## src/rtl/add_sub_pkg.sv

```systemverilog
// rtl/add_sub_pkg.sv - widths, opcodes and sign-magnitude conversion helpers for add_sub
package add_sub_pkg;

    localparam int IN_W      = 3;
    localparam int OUT_W     = 5;
    localparam int IN_SIGN   = IN_W - 1;
    localparam int OUT_SIGN  = OUT_W - 1;
    localparam int IN_MAG_W  = IN_W - 1;
    localparam int OUT_MAG_W = OUT_W - 1;

    typedef logic [IN_W-1:0]  sm_in_t;
    typedef logic [OUT_W-1:0] word_t;

    typedef enum logic {
        OP_ADD = 1'b0,
        OP_SUB = 1'b1
    } op_e;

    // Widened to OUT_W so the sum/difference of two operands cannot overflow.
    function automatic word_t sm_to_tc(input sm_in_t sm);
        word_t mag;
        mag = word_t'(sm[IN_MAG_W-1:0]);
        return sm[IN_SIGN] ? -mag : mag;
    endfunction

    // Sign is only set for a non-zero magnitude, so -0 is never produced.
    function automatic word_t tc_to_sm(input word_t tc);
        logic [OUT_MAG_W-1:0] mag;
        mag = tc[OUT_SIGN] ? -tc[OUT_MAG_W-1:0] : tc[OUT_MAG_W-1:0];
        return {tc[OUT_SIGN] && (mag != '0), mag};
    endfunction

endpackage

```

## src/rtl/add_sub_sm_codec.sv

```systemverilog
// rtl/add_sub_sm_codec.sv - combinational decode of both operands and encode of the result
module add_sub_sm_codec
    import add_sub_pkg::*;
(
    input  logic [IN_W-1:0]  i_a_sm,
    input  logic [IN_W-1:0]  i_b_sm,
    input  logic [OUT_W-1:0] i_res_tc,
    output logic [OUT_W-1:0] o_a_tc,
    output logic [OUT_W-1:0] o_b_tc,
    output logic [OUT_W-1:0] o_res_sm
);

    always_comb begin
        o_a_tc   = sm_to_tc(i_a_sm);
        o_b_tc   = sm_to_tc(i_b_sm);
        o_res_sm = tc_to_sm(i_res_tc);
    end

endmodule

```

## src/rtl/add_sub.sv

```systemverilog
// rtl/add_sub.sv - registered sign-magnitude adder/subtractor with zero flag, 1-cycle latency
module add_sub
    import add_sub_pkg::*;
(
    input  logic             clk,
    input  logic             rst_n,
    input  logic [IN_W-1:0]  num1,
    input  logic [IN_W-1:0]  num2,
    input  logic             selection,
    output logic [OUT_W-1:0] result,
    output logic             zeroflag
);

    logic [OUT_W-1:0] w_a_tc;
    logic [OUT_W-1:0] w_b_tc;
    logic [OUT_W-1:0] w_res_tc;
    logic [OUT_W-1:0] w_res_sm;
    logic [OUT_W-1:0] r_result;
    logic             r_zeroflag;

    add_sub_sm_codec u_codec (
        .i_a_sm   (num1),
        .i_b_sm   (num2),
        .i_res_tc (w_res_tc),
        .o_a_tc   (w_a_tc),
        .o_b_tc   (w_b_tc),
        .o_res_sm (w_res_sm)
    );

    assign w_res_tc = (op_e'(selection) == OP_SUB) ? (w_a_tc - w_b_tc) : (w_a_tc + w_b_tc);

    // Zero flag is derived from the same encoded value so the pair is always consistent.
    always_ff @(posedge clk or negedge rst_n) begin
        if (!rst_n) begin
            r_result   <= '0;
            r_zeroflag <= 1'b1;
        end else begin
            r_result   <= w_res_sm;
            r_zeroflag <= (w_res_sm[OUT_MAG_W-1:0] == '0);
        end
    end

    assign result   = r_result;
    assign zeroflag = r_zeroflag;

endmodule

```

## config.mk

```make
export PLATFORM = sky130hd
export DESIGN_NAME = add_sub
export DESIGN_NICKNAME = d
export VERILOG_FILES = /design/src/rtl/add_sub_pkg.sv /design/src/rtl/add_sub_sm_codec.sv /design/src/rtl/add_sub.sv
export SDC_FILE = /design/constraint.sdc
export NUM_CORES = 1
export LEC_CHECK = 0
export CAP_MARGIN = 25
export CELL_PAD_IN_SITES_DETAIL_PLACEMENT = 0
export CELL_PAD_IN_SITES_GLOBAL_PLACEMENT = 1
export CORE_MARGIN = 2
export CORE_UTILIZATION = 40
export CTS_BUF_LIST = sky130_fd_sc_hd__clkbuf_8 sky130_fd_sc_hd__clkbuf_16
export CTS_CLUSTER_DIAMETER = 200
export DETAILED_ROUTE_END_ITERATION = 6
export DONT_BUFFER_PORTS = 1
export MAX_ROUTING_LAYER = met4
export PLACE_DENSITY_LB_ADDON = 0.25
export SKIP_CTS_REPAIR_TIMING = 1
export SYNTH_ARGS = -nofsm -noshare
export SYNTH_HDL_FRONTEND = slang
export SYNTH_SLANG_ARGS = --single-unit
```

## constraint.sdc

```tcl
create_clock -name clk -period 0.8 [get_ports clk]
set_input_delay 0.16 -clock clk [delete_from_list [all_inputs] [get_ports clk]]
set_output_delay 0.16 -clock clk [all_outputs]
set_load 0.005 [all_outputs]
```

==> run summary <==
Yosys
* 20.6% — post-synthesis share of cell area spent on full adders, half adders and majority gates
* 60 — Syn Inst Count
* dfrtp_1 — Synth Flop Type
* 6 — Yosys reg bits
* 0 — number of synthesized flops with an enable pin
* adder cells — dominant combinational cell family by area after synthesis
* 17.2% — fraction of synthesized cell area in xor and xnor cells
* 13.1% — simple logic cell fraction of the synthesized area
* 26.0% — share of the yosys chip area belonging to registers
* 0 — warnings from Yosys
* 100% — Synth async-reset ratio
* 21.5% — area share of the largest cell type after synthesis
* 25 — Distinct cells, synth
* 78 — Net Count, Synth
* 13.9% — compound-gate portion of the synthesized area
* 9 x inv_1, 8 x ha_1, 6 x nor2_1 — most instantiated cells after synthesis
* dfrtp_1 — most area-hungry cell type in the Yosys netlist
* 583 um^2 — mapped cell area
* 3.43% — portion of netlist area occupied by mux cells
* 9.72 um^2 — Mapped Avg Cell Area
* dfrtp_1 21%, ha_1 17%, inv_1 5.8% — largest cells by area after synthesis
* inv_1 — dominant cell by count in the synthesized netlist

Critical path
* 900 ps — required time of the critical path
* flop — kind of capture point of the worst setup path
* input pin to flop — critical setup path kind
* ha_4 — slowest cell on the critical path
* 6 — Worst Path Max Fanout
* 2260 ps — data arrival time at the worst-slack endpoint
* input pin — startpoint kind of the worst setup timing path
* inv_12, ha_4, mux2i_2, nand2_1, ha_1, nor2_1, nor2_1, ha_4, nand2b_4, a21oi_2, xnor3_2, o21bai_4, xnor2_2 — cells along the critical path
* 310 ps — delay contributed by the slowest stage of the critical path

Timing
* 464 MHz — fmax
* -6610 ps — Sum Neg Setup Slack
* 0 — final slew viol count
* 270% — post-route fraction of the period consumed by the critical path
* -1360 ps — Final Worst Setup Slack
* 246 ps — Tightest Pin Transition
* true — RSZ-0062 raised after global routing
* 0 — Hold Violations, Final
* 2160 ps — post-layout min period
* 6 — number of endpoints failing setup at the final stage
* 83.5% — headroom to the max-slew limit

Power and ir drop
* 2280 nW/um^2 — power per unit of standard cell area
* 52.2% — proportion of power drawn by combinational gates
* 22.8% — clock power share
* 31.2% — switching power share of the total
* 1.96 mW — Total Power
* 0.613 mW — net load switching power
* 0.434 nW — P_leak
* 0.971 mV — maximum vdd ir drop
* 1.35 mW — internal power
* 25.0% — sequential fraction of design power

Floorplan
* 13 — Rows
* 1330 um^2 — Core Area
* 1780 um^2 — total die area
* 43.7% — initial core utilization
* 15 — I/O pin count
* 42.2 um — die boundary height
* 42.2 um — floorplan die width

CTS
* clkbuf_8 — CTS Root Buffer Type
* 2 — worst-case clock buffer depth
* yes — CTS tree
* 6 — TritonCTS Sinks
* 3 — Num CTS Buffers
* 1 — H-tree depth reported by CTS
* 40 ps — clock transition at the register clock pins on the worst setup and hold paths after CTS

Drt
* 0 — number of routed nets with antenna violations
* 1040 um — Total Routed Length
* 452 — number of vias after detailed routing
* 4 — number of detailed-route iterations in the first pass
* 1 — number of DRC markers in iteration 0
* 0 — Remaining DRCs
* 10.6 um — WL/cell
* 4.61 — DR vias/cell

GRT
* 0 — overflow left after global routing
* 1600 um — first-pass GRT wire length
* 420 — via count of the first global-routing pass
* 7 — maximum number of pins on one net before global-route repair
* 12.2% — All-Layer GR Usage
* 0 — initial antenna violation count

Placement
* -1660 ps — minimum setup slack after placement
* 0.683 — weighted congestion at the end of routability-driven global placement
* 831 um — HPWL after DPL
* 0 — total of buffers placed on input and output ports
* 91 — placed cell count

Finish
* 64.7% — final core area utilization
* 98 — post-layout instance count excluding filler cells
* 102 — number of nets in the layout
* 0 — diode count
* 45.8% — share of layout cells above drive strength 1
* 48.1% — Area growth syn-to-layout

Run status
* finished with violations — status
* setup timing — violated checks

Hold path
* input pin to async pin — Hold/Removal Path Class

Flow run
* 0 — max-capacitance violation count

kinds of logic after synthesis:
kind of cell,after synthesis
muxes,2
adders and majority gates,9
buffers and inverters,9
and+or+nand+nor,16
DFF,6
xor gates and xnor gates,8
AOI/OAI and AO/OA,10
critical path: cells and delay by family:
kind,cells,cell delay (ps)
AO/OA/AOI/OAI,2,320
AND/OR/NAND/NOR,4,330
multiplexers,1,170
XOR/XNOR,2,440
buffers and inverters,1,10
adder cells (fa/ha/maj),3,820
final cells by class:
cell class              instances  area, um^2
fillers                       110         470
multi-input cells              45         454
flip-flops and latches          6         151
repair buffers                 19         145
inverters                       9        48.8
clock buffers                   3        41.3
well taps                      15        18.8
clock inverters                 1        3.75
flip-flops by register name, indices dropped and copies added, names as in the netlist:
register  cells
result        5
zeroflag      1
metal layers:
layer	track usage, %	part of all wire (%)
met2	18.2	49
met1	14.9	45
met4	7.50	2.0
met3	2.59	3.6
met5	-	0
how the worst max path moves through the flow:
| stage | startpoint | to | slack (ps) | depth (start not counted) |
|---|---|---|---|---|
| 2_1_floorplan | num2[1] | result[3] | -1530 | 13 |
| 3_3_place_gp | num2[1] | result[3] | -1630 | 13 |
| 3_5_place_dp | num2[1] | result[3] | -1660 | 13 |
| 4_1_cts | num2[1] | result[3] | -1440 | 13 |
| 5_1_grt | num2[1] | result[3] | -1450 | 13 |
| 6_report | num2[1] | result[3] | -1360 | 13 |
cell usage in the layout (no fill, tap or decap), types with 2 or more instances in the layout:
cell type / count
ha_1: 6
xor2_2: 3
inv_1: 8
nand2_1: 5
clkbuf_8: 3
buf_4: 18
xnor2_1: 2
a21oi_1: 3
ha_4: 2
dfrtp_1: 5
nor2_1: 5
stage by stage:
stage | instance area (um^2) | hold slack (ps)
after floorplan | 614 | -136
after detailed placement | 753 | -135
final | 863 | 242
after CTS | 798 | -364
after global routing | 863 | 262
after global placement | 753 | -135
power by group through the flow:
stage               Combinational, mW  Sequential, mW  Clock [mW]
CTS                             0.950           0.494       0.455
finish                           1.03           0.491       0.448
global placement                0.927           0.496           0
global route                     1.12           0.500       0.479
detailed placement              0.945           0.498           0
floorplan                       0.652           0.491           0
Power figures use the tool's default switching activity.
